### src/rtl/cla15_rr_arbiter.sv
// Round-robin front end for a shared 15-bit carry-lookahead adder.
// Arbitrates N_REQ valid/ready requesters. It registers the winning operands
// (stage A), which drive the external adder. It registers the adder sum with the
// requester ID (stage B) and presents that pair on one valid/ready response channel.
// Ports:
//   i_clk, i_rst               clock, async active-high reset
//   i_req_valid/add1/add2      per-requester requests, operands packed k*WIDTH
//   o_req_ready                one-hot accept strobe (combinational)
//   o_add1/o_add2              operands to the adder (from stage A)
//   i_add_result               adder sum, carry-out in MSB
//   o_rsp_valid/id/result      response channel (stage B), i_rsp_ready from consumer
//   o_busy                     either stage holds data
//   o_done_cnt                 completed responses, wraps
module cla15_rr_arbiter #(
   parameter int unsigned N_REQ = 4,
   parameter int unsigned WIDTH = 15,
   parameter int unsigned ID_W  = 2,
   parameter int unsigned CNT_W = 16
) (
   input  logic                   i_clk,
   input  logic                   i_rst,
   input  logic [N_REQ-1:0]       i_req_valid,
   input  logic [N_REQ*WIDTH-1:0] i_req_add1,
   input  logic [N_REQ*WIDTH-1:0] i_req_add2,
   output logic [N_REQ-1:0]       o_req_ready,
   output logic [WIDTH-1:0]       o_add1,
   output logic [WIDTH-1:0]       o_add2,
   input  logic [WIDTH:0]         i_add_result,
   output logic                   o_rsp_valid,
   output logic [ID_W-1:0]        o_rsp_id,
   output logic [WIDTH:0]         o_rsp_result,
   input  logic                   i_rsp_ready,
   output logic                   o_busy,
   output logic [CNT_W-1:0]       o_done_cnt
);

   localparam int unsigned RES_W = WIDTH + 1;

   logic              op_valid_q, op_valid_d;
   logic [ID_W-1:0]   op_id_q, op_id_d;
   logic [WIDTH-1:0]  op_add1_q, op_add1_d;
   logic [WIDTH-1:0]  op_add2_q, op_add2_d;
   logic              rsp_valid_q, rsp_valid_d;
   logic [ID_W-1:0]   rsp_id_q, rsp_id_d;
   logic [RES_W-1:0]  rsp_result_q, rsp_result_d;
   logic [CNT_W-1:0]  done_cnt_q, done_cnt_d;
   logic [ID_W-1:0]   last_grant_q, last_grant_d;

   logic              found;
   logic [ID_W-1:0]   win;
   logic [N_REQ-1:0]  vld_sh;
   logic              above;
   logic              adv_b;
   logic              can_accept;
   logic              accept;
   logic              rsp_hs;

   // Round-robin search: first pass takes indices above last_grant, second pass wraps.
   always_comb begin
      found  = 1'b0;
      win    = '0;
      vld_sh = '0;
      above  = 1'b0;
      for (int unsigned pass = 0; pass < 2; pass++) begin
         for (int unsigned k = 0; k < N_REQ; k++) begin
            vld_sh = i_req_valid >> k;
            above  = (k > 32'(last_grant_q));
            if (!found && vld_sh[0] && (above == (pass == 0))) begin
               found = 1'b1;
               win   = ID_W'(k);
            end
         end
      end
   end

   assign adv_b      = op_valid_q && (!rsp_valid_q || i_rsp_ready);
   assign can_accept = !op_valid_q || adv_b;
   // Ready is held low during reset so nothing is accepted into clearing registers.
   assign accept     = found && can_accept && !i_rst;
   assign rsp_hs     = rsp_valid_q && i_rsp_ready;

   assign o_req_ready = accept ? (N_REQ'(1) << win) : '0;

   // Next state for both pipeline stages, the grant pointer and the counter.
   always_comb begin
      op_valid_d   = op_valid_q;
      op_id_d      = op_id_q;
      op_add1_d    = op_add1_q;
      op_add2_d    = op_add2_q;
      rsp_valid_d  = rsp_valid_q;
      rsp_id_d     = rsp_id_q;
      rsp_result_d = rsp_result_q;
      done_cnt_d   = done_cnt_q;
      last_grant_d = last_grant_q;

      if (adv_b) begin
         rsp_valid_d  = 1'b1;
         rsp_id_d     = op_id_q;
         rsp_result_d = i_add_result;
         op_valid_d   = 1'b0;
      end else if (rsp_hs) begin
         rsp_valid_d  = 1'b0;
      end

      if (accept) begin
         op_valid_d   = 1'b1;
         op_id_d      = win;
         op_add1_d    = WIDTH'(i_req_add1 >> (32'(win) * WIDTH));
         op_add2_d    = WIDTH'(i_req_add2 >> (32'(win) * WIDTH));
         last_grant_d = win;
      end

      if (rsp_hs) begin
         done_cnt_d = done_cnt_q + CNT_W'(1);
      end
   end

   // State registers; the pointer resets to the last index so requester 0 wins first.
   always_ff @(posedge i_clk or posedge i_rst) begin
      if (i_rst) begin
         op_valid_q   <= 1'b0;
         op_id_q      <= '0;
         op_add1_q    <= '0;
         op_add2_q    <= '0;
         rsp_valid_q  <= 1'b0;
         rsp_id_q     <= '0;
         rsp_result_q <= '0;
         done_cnt_q   <= '0;
         last_grant_q <= ID_W'(N_REQ - 1);
      end else begin
         op_valid_q   <= op_valid_d;
         op_id_q      <= op_id_d;
         op_add1_q    <= op_add1_d;
         op_add2_q    <= op_add2_d;
         rsp_valid_q  <= rsp_valid_d;
         rsp_id_q     <= rsp_id_d;
         rsp_result_q <= rsp_result_d;
         done_cnt_q   <= done_cnt_d;
         last_grant_q <= last_grant_d;
      end
   end

   assign o_add1       = op_add1_q;
   assign o_add2       = op_add2_q;
   assign o_rsp_valid  = rsp_valid_q;
   assign o_rsp_id     = rsp_id_q;
   assign o_rsp_result = rsp_result_q;
   assign o_done_cnt   = done_cnt_q;
   assign o_busy       = op_valid_q || rsp_valid_q;

endmodule

### config.mk
export PLATFORM = sky130hd
export DESIGN_NAME = cla15_rr_arbiter
export DESIGN_NICKNAME = d
export VERILOG_FILES = /design/src/rtl/cla15_rr_arbiter.sv
export SDC_FILE = /design/constraint.sdc
export NUM_CORES = 1
export LEC_CHECK = 0
export CAP_MARGIN = 20
export CORE_UTILIZATION = 41
export DETAILED_ROUTE_END_ITERATION = 10
export HOLD_SLACK_MARGIN = 0.03
export PLACE_DENSITY_LB_ADDON = 0.15
export SYNTH_ARGS = -nofsm -noshare
export SYNTH_HDL_FRONTEND = slang
export SYNTH_SLANG_ARGS = --single-unit
### constraint.sdc
create_clock -name i_clk -period 7.2 [get_ports i_clk]
set_input_delay 1.8 -clock i_clk [delete_from_list [all_inputs] [get_ports i_clk]]
set_output_delay 1.8 -clock i_clk [all_outputs]
set_load 0.005 [all_outputs]
# Yosys cells after proc, flatten, opt, wreduce, memory -nomap -nowiden
# Index checks and enable logic that the tools add are counted.
# totals
in_bits	143
out_inout_bits	70
word_cells	69
register_bits	70
# op_classes
order_cmp	3
n_shift	3
addsub	1
n_mul	1
n_bitwise	3
mux	19
reduce_logical	30
# ops
operator	n
60-bit by 6-bit >> shifter with 15-bit output	2
16-bit by 1-bit adder with 16-bit output, second input constant	1
1-bit logical AND	16
1-bit 2-to-1 mux	12
2-bit 2-to-1 mux	6
1-bit zero test	9
2-bit by 4-bit multiplier with 6-bit output, second input constant	1
2-bit greater-than comparator, first input constant	2
4-bit 2-to-1 mux	1
2-bit nonzero test	2
1-bit by 2-bit << shifter with 4-bit output, first input constant	1
1-bit logical OR	3
1-bit NOT	3
1-bit by 2-bit greater-than comparator with 1-bit output, first input constant	1

# Depth between registers and ports, before layout
# logic_depth
ltp_word	29
depth_mapped	7

# Least setup slack after synthesis
# Ideal clock, no wire load.
# synth_timing
kind	input to output
start	input port i_rst
end	output port o_req_ready[3]
t_arrival_ns	4.271
t_required_ns	5.400
path_buffers	0
slack_ns	1.129
path_stages	4
path_cell_list	inv_1 > nand3_2 > nor4_1 > and2_1
# synth_between
elab_chain_cells	3
# synth_lines
item	line	source
start, declared	21	input logic i_rst,
1-bit zero test (no line)	--	
1-bit logical AND	79	assign accept = found && can_accept && !i_rst;
4-bit 2-to-1 mux	82	assign o_req_ready = accept ? (N_REQ'(1) << win) : '0;
end, declared	25	output logic [N_REQ-1:0] o_req_ready,
# No other way between the ends.

# Worst setup path in the final report
# layout_timing
start	input port i_rst
end	output port o_req_ready[1]
# The elaborated chain is that of the path after synthesis.

==> impl_results.md <==
* Pre-antenna DRT Iters at 4
* Gpl congestion at 0.810
* Inserted Diodes at 0
* CP dominant cell by count: clkdlybuf4s50_1
* Max Buffers Root-to-Sink at 2
* Clock Root Buffer: clkbuf_8
* Chip Height at 95.6 um
* Worst EP required at 5.40 ns
* CP cell instances: clkdlybuf4s50_1 > inv_2 > buf_4 > and3_1 > and2_1 > clkdlybuf4s50_1
* First-pass GRT wire length at 17600 um
* Syn Nets at 499
* Hold Violations, Final at 0
* Net switching power at 428 uW
* Routed WL at 12200 um
* Core Footprint at 8340 um2
* Total GRT Usage at 0.263
* Crit Path Max Fanout at 31
* # clock sinks at 70
* Mean post-synth cell area at 10.1 um2
* Switching Fraction at 0.302
* Top post-synthesis cells by count: 68 x dfrtp_1, 37 x nand2_1, 35 x nor2_1, 33 x o21ai_0
* Grt ovf at 0
* Area leader, netlist: dfrtp_1
* Combinational share of power at 0.377
* Fill cells at 649
* Unique masters post-synth at 45
* Post-synthesis sequential area ratio at 0.489
* Most common cell in the netlist: dfrtp_1
* Ys async rst share at 1.00
* Share of cells above drive strength 1 at 0.0924
* Period utilization at 0.810
* Initial antenna violation count at 0
* Reg-to-reg setup timing slack at 5.10 ns
* Hold Path Stages at 1
* HPWL after DPL at 8750 um
* CP max-delay cell: and3_1
* Yosys warnings at 0
* RSZ-0062 raised after global routing: false
* Final setup margin at 1.37 ns
* TritonCTS buffer count at 9
* Vias in the first global route at 3421
* Min-Delay Path Class: reg2reg
* Vias per std cell at 5.44
* Worst path max stage delay at 0.50 ns
* Area contributors post-synth: dfrtp_1 47%, a221oi_1 7.3%, mux2_2 6.0%, a31oi_1 5.2%, o21ai_0 4.6%
* Worst-skew pair later-pin latency at 0.34 ns
* Boundary pin count at 213
* Worst flop-to-flop path endpoint: o_add1[2]
* R2r worst-path depth at 5
* Post-CTS Resized at 0
* Synth top area share at 0.474
* Post-synth EDFFs at 0
* Leak Pwr at 0.00235 uW
* CTS tree: yes
* ANT nets after route at 0
* Clock skew at 0.00461 ns
* Clock transition at path regs at 0.07 ns
* Top_reg_cell synth: dfrtp_1
* Pint at 987 uW
* Worst Setup End Kind: output port
* Slew margin rel. at 0.310
* Synth Cell Area at 3590 um2
* Setup violators final at 0
* Power Density at 239 nW/um2
* Minimum clock period at 5.83 ns
* Via total after detailed routing at 3637
* Critical R2R Launch: last_grant_q[1]
* Tightest Pin Transition at 1.04 ns
* Status: complete, no violations
* Max-Cap Viols at 0
* P&R area growth vs syn at 65.1%
* Max VDD drop at 0.142 mV
* Arr. time, crit path at 4.03 ns
* Hold-fix buffers, CTS at 0
* Worst Hold Launch: o_done_cnt[15]
* Fmax at 0.172 GHz
* Wirelength per Cell at 18.3 um
* Setup bufs post-CTS at 0
* Residual DRC at 0
* IO buf count at 212
* Pin count of the biggest net entering global routing at 34
* Post-synthesis instance total at 355
* H-tree depth at 3
* Final #Nets at 702
* Fin. max-slew vios at 0
* Starting DRT DRC Count at 174
* # rows at 33
* Yosys reg bits at 70
* Die width at 95.6 um
* Clock share of power at 0.230
* Starting Density at 0.431
* Flop pwr share at 0.392
* Hold EP: o_done_cnt[15]
* Startpoint types: primary input
* Critical path class: in2out
* Place WS at 1.34 ns
* Setup total negative slack at 0 ns
* Die ar. at 9140 um2
## power groups by stage
stage               logic, uW  clock network (uW)  registers, uW
global placement          521                   0            555
floorplan                 217                   0            557
finish                    534                 326            555
global route              575                 348            567
CTS                       537                 328            555
detailed placement        531                   0            561
## cell type report
type / count / area (um2) / area share
Inverter: 4 / 15.0 / 0.00253
Multi-Input combinational cell: 253 / 1640 / 0.277
Sequential cell: 70 / 1750 / 0.296
Tap cell: 105 / 131 / 0.0222
Clock buffer: 13 / 159 / 0.0268
Clock inverter: 3 / 43.8 / 0.00739
Timing Repair Buffer: 220 / 2180 / 0.368
## through the flow
stage	hold slack (ns)	utilization	power, uW	std cells	instance area (um2)
5_1_grt	0.487	0.711	1490	668	5930
3_3_place_gp	0.465	0.687	1080	652	5730
6_report	0.480	0.711	1410	668	5930
2_1_floorplan	0.446	-	774	355	3590
4_1_cts	0.482	0.711	1420	668	5930
3_5_place_dp	0.467	0.687	1090	652	5730
## sequential cells by signal, summed over array words and instances, names as in the netlist
signal / cells
op_id_q: 2
o_rsp_result: 16
o_rsp_valid: 1
o_rsp_id: 2
last_grant_q: 2
o_add2: 15
o_done_cnt: 16
op_valid_q: 1
o_add1: 15
## how the worst max path moves through the flow
stage | slack, ns | from | endpoint | cells after the start
floorplan | 1.13 | i_rst | o_req_ready[3] | 4
global placement | 1.38 | i_rst | o_req_ready[2] | 6
detailed placement | 1.34 | i_rst | o_req_ready[1] | 6
CTS | 1.33 | i_rst | o_req_ready[1] | 6
global route | 1.18 | i_rst | o_req_ready[1] | 6
finish | 1.37 | i_rst | o_req_ready[1] | 6
## cell usage in the layout (no fill, tap or decap), drive strengths merged, types with 2 or more instances in the layout
cell type / netlist / final
a21boi: 3 / 3
a21o: 2 / 2
a21oi: 3 / 3
a221oi: 30 / 30
a31oi: 30 / 30
and2: 4 / 4
and3: 3 / 3
and4: 2 / 2
buf: 16 / 8
clkbuf: 12 / 13
clkdlybuf4s50: 0 / 212
clkinv: 0 / 2
dfrtp: 68 / 68
dfstp: 2 / 2
inv: 4 / 4
mux2: 19 / 19
nand2: 37 / 37
nand2b: 7 / 7
nand3: 5 / 5
nand4: 3 / 3
nor2: 35 / 35
nor3: 3 / 3
o211a: 2 / 2
o21a: 2 / 2
o21ai: 33 / 33
or2: 2 / 2
xnor2: 10 / 10
xor2: 5 / 5
## worst max-delay path, delay by kind of cell
| kind | cells | cell delay (ns) |
|---|---|---|
| AND/OR/NAND/NOR | 2 | 0.70 |
| buffers and inverters | 4 | 1.52 |
## cell families after synthesis
kind of cell    Yosys count  share of synthesized area
compound gates          112                      0.216
xor+xnor                 15                     0.0366
fa+ha+maj                 1                    0.00348
buf+inv                  32                     0.0578
flops                    70                      0.489
mux                      20                     0.0624
simple gates            105                      0.135
## layer usage
metal  global-route usage  up-vias  part of all wire
met2                0.456      142              0.51
li1                     -     1714                 -
met4               0.0896        0             0.016
met5                    0        -                 0
met3               0.0542       18             0.072
met1                0.325     1763              0.41
Note: power is estimated with default switching activity, not from simulation.
